===== config.mk =====
export PLATFORM = sky130hd
export DESIGN_NAME = run_length_detector
export DESIGN_NICKNAME = d
export VERILOG_FILES = /design/src/rtl/run_length_detector.sv
export SDC_FILE = /design/constraint.sdc
export NUM_CORES = 1
export LEC_CHECK = 0
export CAP_MARGIN = 10
export CORE_MARGIN = 2
export CORE_UTILIZATION = 30
export CTS_BUF_LIST = sky130_fd_sc_hd__clkbuf_16
export DETAILED_ROUTE_END_ITERATION = 10
export PLACE_DENSITY = 0.52
export SLEW_MARGIN = 10
export SYNTH_ARGS = -nofsm -noshare
export SYNTH_HDL_FRONTEND = slang
export SYNTH_SLANG_ARGS = --single-unit

===== constraint.sdc =====
create_clock -name clk -period 2 [get_ports clk]
set_input_delay 0.3 -clock clk [delete_from_list [all_inputs] [get_ports clk]]
set_output_delay 0.3 -clock clk [all_outputs]
set_load 0.01 [all_outputs]

===== src/rtl/run_length_detector.sv =====
// run_length_detector
//   Tracks the current run of identical bits on the serial input w and flags
//   a zero-run reaching RUN0 or a one-run reaching RUN1.
//
// Ports:
//   clk        rising-edge clock
//   reset      synchronous, active-low; clears all state including hit_cnt
//   en         sample enable; w and mode are consumed only when en=1
//   clear      synchronous FSM clear (active-high); hit_cnt is kept
//   w          serial input bit
//   mode       00 both runs, 01 zeros only, 10 ones only, 11 detection off
//   z          registered detection level
//   hit_pulse  one-cycle pulse per new detection
//   hit_cnt    saturating count of hit_pulse events
//   run_len    current run length, saturating at 2^CW-1
//   y          state code: 0 IDLE, 1 ZRUN, 2 ORUN
module run_length_detector #(
  parameter int RUN0 = 4,
  parameter int RUN1 = 4,
  parameter int CW   = 3,
  parameter int HCW  = 8
) (
  input  logic           clk,
  input  logic           reset,
  input  logic           en,
  input  logic           clear,
  input  logic           w,
  input  logic [1:0]     mode,
  output logic           z,
  output logic           hit_pulse,
  output logic [HCW-1:0] hit_cnt,
  output logic [CW-1:0]  run_len,
  output logic [1:0]     y
);

  localparam int SAT = (1 << CW) - 1;
  localparam logic [CW-1:0]  SAT_L  = CW'(SAT);
  localparam logic [HCW-1:0] HMAX_L = {HCW{1'b1}};
  localparam logic [CW-1:0]  TH0    = CW'(RUN0);
  localparam logic [CW-1:0]  TH1    = CW'(RUN1);
  localparam logic [CW-1:0]  LEN1   = CW'(1);

  localparam logic [1:0] IDLE = 2'd0;
  localparam logic [1:0] ZRUN = 2'd1;
  localparam logic [1:0] ORUN = 2'd2;

  // Thresholds must be reachable by the saturating run_len counter.
  if (RUN0 < 1 || RUN0 > SAT) begin : g_bad_run0
    $error("run_length_detector: RUN0 must lie in [1, 2^CW-1]");
  end
  if (RUN1 < 1 || RUN1 > SAT) begin : g_bad_run1
    $error("run_length_detector: RUN1 must lie in [1, 2^CW-1]");
  end

  function automatic logic [CW-1:0] len_inc(input logic [CW-1:0] v);
    return (v == SAT_L) ? v : v + 1'b1;
  endfunction

  function automatic logic [HCW-1:0] cnt_inc(input logic [HCW-1:0] v);
    return (v == HMAX_L) ? v : v + 1'b1;
  endfunction

  logic [1:0]    state, state_nx;
  logic [CW-1:0] len_nx;
  logic          z_nx, hit_nx, at_th;

  // State register plus registered outputs
  always_ff @(posedge clk) begin
    if (!reset) begin
      state     <= IDLE;
      run_len   <= '0;
      z         <= 1'b0;
      hit_pulse <= 1'b0;
      hit_cnt   <= '0;
    end else if (clear) begin
      state     <= IDLE;
      run_len   <= '0;
      z         <= 1'b0;
      hit_pulse <= 1'b0;
    end else if (en) begin
      state     <= state_nx;
      run_len   <= len_nx;
      z         <= z_nx;
      hit_pulse <= hit_nx;
      if (hit_nx) hit_cnt <= cnt_inc(hit_cnt);
    end else begin
      hit_pulse <= 1'b0;
      // The unused encoding falls back to IDLE even while sampling is paused.
      if (state != IDLE && state != ZRUN && state != ORUN) begin
        state   <= IDLE;
        run_len <= '0;
      end
    end
  end

  // Next-state / next-length
  always_comb begin
    state_nx = state;
    len_nx   = run_len;
    case (state)
      IDLE: begin
        state_nx = w ? ORUN : ZRUN;
        len_nx   = LEN1;
      end
      ZRUN: begin
        if (w) begin
          state_nx = ORUN;
          len_nx   = LEN1;
        end else begin
          len_nx   = len_inc(run_len);
        end
      end
      ORUN: begin
        if (!w) begin
          state_nx = ZRUN;
          len_nx   = LEN1;
        end else begin
          len_nx   = len_inc(run_len);
        end
      end
      default: begin
        state_nx = IDLE;
        len_nx   = '0;
      end
    endcase
  end

  // Detection outputs derived from the next state/length
  always_comb begin
    z_nx   = ((state_nx == ZRUN) && (len_nx >= TH0) && !mode[1]) ||
             ((state_nx == ORUN) && (len_nx >= TH1) && !mode[0]);
    // Exact-threshold hits count only when the run actually grew onto the
    // threshold; a run pinned at SAT with threshold SAT must not re-fire.
    at_th  = (((state_nx == ZRUN) && (len_nx == TH0)) ||
              ((state_nx == ORUN) && (len_nx == TH1))) &&
             !((state_nx == state) && (len_nx == run_len));
    hit_nx = z_nx && (at_th || !z);
  end

  assign y = state;

endmodule


# [Word-level counts from Yosys, hierarchy flattened]
# Cells that the tools add are included.
[word_totals] elab_cells=59 out_inout_bits=15 register_bits=15 inputBits=7
[op_classes] reduce_logical=24 magnitude_cmp=1 add_sub_neg=2 mux=12 bitwise=4 n_eq_ne=11
[ops] operator="3-bit two-way mux" n=5
[ops] operator="1-bit logical AND" n=11
[ops] operator="2-bit two-way mux" n=5
[ops] operator="3-bit case mux with 3 select lines" n=1
[ops] operator="8-bit by 1-bit adder with 8-bit output, second input constant" n=1
[ops] operator="8-bit == test, second input constant" n=1
[ops] operator="3-bit == test, second input constant" n=2
[ops] operator="2-bit case mux with 3 select lines" n=1
[ops] operator="2-bit by 1-bit == test with 1-bit output, second input constant" n=2
[ops] operator="2-bit == test, second input constant" n=2
[ops] operator="1-bit zero test" n=4
[ops] operator="1-bit NOT" n=4
[ops] operator="4-bit AND reduction" n=1
[ops] operator="2-bit nonzero test" n=2
[ops] operator="3-bit by 1-bit adder with 3-bit output, second input constant" n=1
[ops] operator="3-bit == test" n=1
[ops] operator="3-bit greater-or-equal comparator, second input constant" n=1
[ops] operator="1-bit logical OR" n=3
[ops] operator="3-bit OR reduction" n=1
[ops] operator="2-bit == test" n=1
[ops] operator="2-bit zero test" n=1
[ops] operator="2-bit by 1-bit != test with 1-bit output, second input constant" n=1
[ops] operator="2-bit != test, second input constant" n=1
[ops] operator="2-bit OR reduction" n=1

# [Depth between registers and ports, before layout]
[logic_depth] depth_word=11 mapped_depth=6 depth_no_buf=5

# [Least setup slack after synthesis]
# No wires, ideal clock.
[synth_timing] path_kind="flip-flop to flip-flop" from="register state[0] (netlist: y[0])" to="register hit_cnt[5]" stages_incl_launch_ff=7 setup_ps=72 setup_slack_ps=143 t_arrival_ps=1786 synth_period_minus_slack_ps=1857 path_cell_list="dfxtp_1 > buf_4 > or3b_1 > a211o_1 > buf_6 > nor4b_2 > mux2i_1"
[synth_between] elab_chain_cells=9 word_cells_on_any_way=27
[synth_lines] item="from (decl)" line_no="63" text="logic [1:0] state, state_nx;"
[synth_lines] item="from (signal assigned)" line_no="81" text="state <= state_nx;"
[synth_lines] item="branches (longest 7 deep; another with 3-bit greater-or-equal comparator)"
[synth_lines] item="1-bit logical AND (*)" line_no="137" text="hit_nx = z_nx && (at_th || !z);"
[synth_lines] item="4-bit AND reduction (no line) (*)"
[synth_lines] item="to (signal assigned)" line_no="85" text="if (hit_nx) hit_cnt <= cnt_inc(hit_cnt);"
[synth_lines] item="to (decl)" line_no="31" text="output logic [HCW-1:0] hit_cnt,"
# Every way passes the cells marked *.
# A chain may end at the register's enable or synchronous reset.

# [Final worst setup path]
[layout_timing] from="input w" to="register hit_cnt[6]"
[layout_between] elab_chain_cells=9 word_cells_on_any_way=27
[layout_lines] item="from (decl)" line_no="27" text="input logic w,"
[layout_lines] item="branches (longest 7 deep; another with 3-bit greater-or-equal comparator)"
[layout_lines] item="1-bit logical AND (*)" line_no="137"
[layout_lines] item="4-bit AND reduction (no line) (*)"
# Marks and branches as above.

==> flow_summary.json <==
{
  "outcome": "finished with violations",
  "failed_checks": "design-rule violations",
  "nNetsFinal": 141,
  "p_switching_mw": 0.156,
  "cellPowerDensity_nw_per_um2": 595,
  "crit_type": "input port to register",
  "grt_use_total_pct": 12.2,
  "finalHoldViolations": 0,
  "p_int_mw": 0.602,
  "netlist_instances": 104,
  "multi_input_area_um2": 574,
  "syn_avg_cell_area_um2": 8.69,
  "gr-total-overflow": 0,
  "clk_path_buf_depth": 2,
  "yosysWarnings": 0,
  "core_um2": 2810,
  "cts_hold_buffers": 0,
  "clk_pin_slew_ps": 50,
  "fmax_mhz": 515,
  "grt_pass1_vias": 737,
  "path_buf_inv": 1,
  "yosysTopAreaCell": "dfxtp_1",
  "setup_violations": 0,
  "dieArea_um2": 3470,
  "dpl.cell_count": 158,
  "fin_crit_ps": 1940,
  "fillers": 292,
  "slew_violations": 0,
  "drt-total-wl_mm": 1.99,
  "clock-sinks": 15,
  "critPathTopFamily": "simple AND/OR/NAND/NOR gates",
  "ys_seq_elements": 15,
  "maxCapViolCount": 0,
  "grt_max_degree": 17,
  "row_count": 19,
  "drtIter0Drc": 14,
  "cts_tree": "built",
  "p_clk_share_pct": 50.6,
  "grt_antenna_before_repair": 0,
  "fin_skew_ps": 4.90,
  "tightestPinTransition_ps": 538,
  "clock_latency_ps": 250,
  "firstDrtPassIters": 7,
  "htree_levels": 1,
  "synth.distinct_cells": 30,
  "start_util_pct": 32.2,
  "routabilityCongestion": 0.802,
  "worstPathMaxFanout": 8,
  "drc": 2,
  "syn-cell-area_um2": 903,
  "synthArstFlopShare_pct": 0,
  "fin_tns_setup_ps": 0,
  "combPwrFrac_pct": 9.4,
  "rsz0062_at_grt": "true",
  "via_count": 820,
  "ios": 22,
  "seqCellArea_um2": 300,
  "worstPathCellList": "clkdlybuf4s50_1 -> or3b_1 -> a211o_4 -> nor4b_2 -> mux2i_1",
  "max_slew_margin_pct": 64.1,
  "crit_required_ps": 2180,
  "postSynthNetCount": 113,
  "cp-end-kind": "register",
  "drive_gt1_share_pct": 16.0,
  "diodes": 0,
  "cts_buffers": 3,
  "p_leak_nw": 0.432,
  "period_share_pct": 97.1,
  "p_seq_share_pct": 40.0,
  "dpl.hpwl_mm": 1.47,
  "hp-class": "register to register",
  "synth_top_area_share_pct": 33.2,
  "synth_seq_area_share_pct": 33.2,
  "ant_nets": 0,
  "slowest_stage": "clkdlybuf4s50_1",
  "area_delta_synth_final_pct": 41.0,
  "irDropWorstVdd_v": 0.000370,
  "die_h_um": 58.9,
  "stdcell_count": 162,
  "vias_per_cell": 5.06,
  "critPathArrivalTime_ps": 2120,
  "synth_ff_type": "dfxtp_1",
  "synthTopCellsByArea": "dfxtp_1 (33%), mux2i_1 (11%), nand2_1 (7.1%), nand2b_1 (6.2%), nor4_2 (5.5%)",
  "p_sw_share_pct": 20.6,
  "critical_path.max_stage_delay_ps": 450,
  "start_kind": "input port",
  "post_cts_buffers": 0,
  "fp.dieW_um": 58.9,
  "portBuffers": 21,
  "synth_edf_count": 0,
  "stdcell_area_um2": 1270,
  "post_drt_wl_per_cell_um": 12.3,
  "grt_pass1_wl_mm": 3.22,
  "root_buffer": "clkbuf_16",
  "dpl_cell_area_um2": 1170
}
-- worst paths after layout --
path	cells past startpoint	slack, ps	end	start
worst max-delay path	5	60	hit_cnt[6]	w
worst min-delay path	2	490	hit_cnt[7]	hit_cnt[7]
worst max register to register	5	220	hit_cnt[6]	run_len[0]
worst min register to register	2	490	hit_cnt[7]	hit_cnt[7]
-- flip-flops by register name (all words and copies together) (netlist names) --
register	count
hit_cnt	8
hit_pulse	1
z	1
run_len	3
y	2
-- kinds of logic (layout without fill, tap and decap cells) --
group           count (synthesis)  after routing  synth area share, %
simple gates                   49             49                 33.1
buf+inv                         9             36                 6.23
flops                          15             15                 33.2
mux                            11             11                 12.3
fa+ha+maj                       2              2                 2.77
compound gates                 18             18                 12.3
-- layer usage --
metal / part of all wire [%] / global-route usage [%] / up-vias
met1: 46 / 14.5 / 375
met2: 48 / 20.3 / 17
met3: 4.8 / 3.08 / 4
li1: - / - / 424
met4: 1.2 / 5.84 / 0
met5: 0 / 0 / -
-- power by group through the flow --
stage	combinational [mW]	sequential, mW	clock [mW]
3_5_place_dp	0.0705	0.309	0
2_1_floorplan	0.0376	0.311	0
3_3_place_gp	0.0692	0.309	0
4_1_cts	0.0707	0.303	0.394
5_1_grt	0.0791	0.303	0.414
6_report	0.0713	0.303	0.383
-- worst min-delay path, cell delays in order, from the launching register on --
cell     delay [ps]
dfxtp_1         330
nand2_1          60
mux2i_1          50
-- stage by stage --
step / hold WS [ps] / worst slack [ps] / total power, mW / util [%]
after CTS: 489 / 12.0 / 0.768 / 44.5
after detailed placement: 480 / -273 / 0.380 / 41.6
after floorplan: 455 / 143 / 0.349 / -
final: 488 / 57.8 / 0.758 / 45.4
after global routing: 514 / -12.6 / 0.796 / 45.4
after global placement: 476 / -239 / 0.378 / 41.6
-- cells in the final DEF, fill, tap and decap left out, types with 2 or more instances in the layout --
cell type	netlist	final
nor3_1	2	2
nand3_1	2	2
nor4_2	4	3
clkbuf_16	0	3
mux2i_1	10	10
clkdlybuf4s50_1	0	21
a21o_1	2	2
a21oi_1	8	8
dfxtp_1	15	15
o21ai_0	2	2
inv_1	3	4
nand2b_1	9	9
buf_4	2	8
nand2_1	17	17
nor2_1	5	5
ha_1	2	2
nand4_1	3	3
-- synth_stat cells (3+ instances only) --
library cell,number
nand4_1,3
dfxtp_1,15
nand2b_1,9
a21oi_1,8
mux2i_1,10
inv_1,3
nor4_2,4
nand2_1,17
nor2_1,5
-- area by class of cell --
class                           count  share of cell area [%]
Timing Repair Buffer               29                    21.2
Multi-Input combinational cell     80                    45.1
Tap cell                           31                    3.05
Sequential cell                    15                    23.6
Clock inverter                      1                   0.295
Inverter                            3                   0.884
Clock buffer                        3                    5.89
-- what timing repair did --
item | in CTS | in global routing
resized for setup | 1 | 4
setup endpoints to repair | 2 | 4
cloned | 0 | 0
pin swaps | 0 | 1
Power figures use the tool's default switching activity.
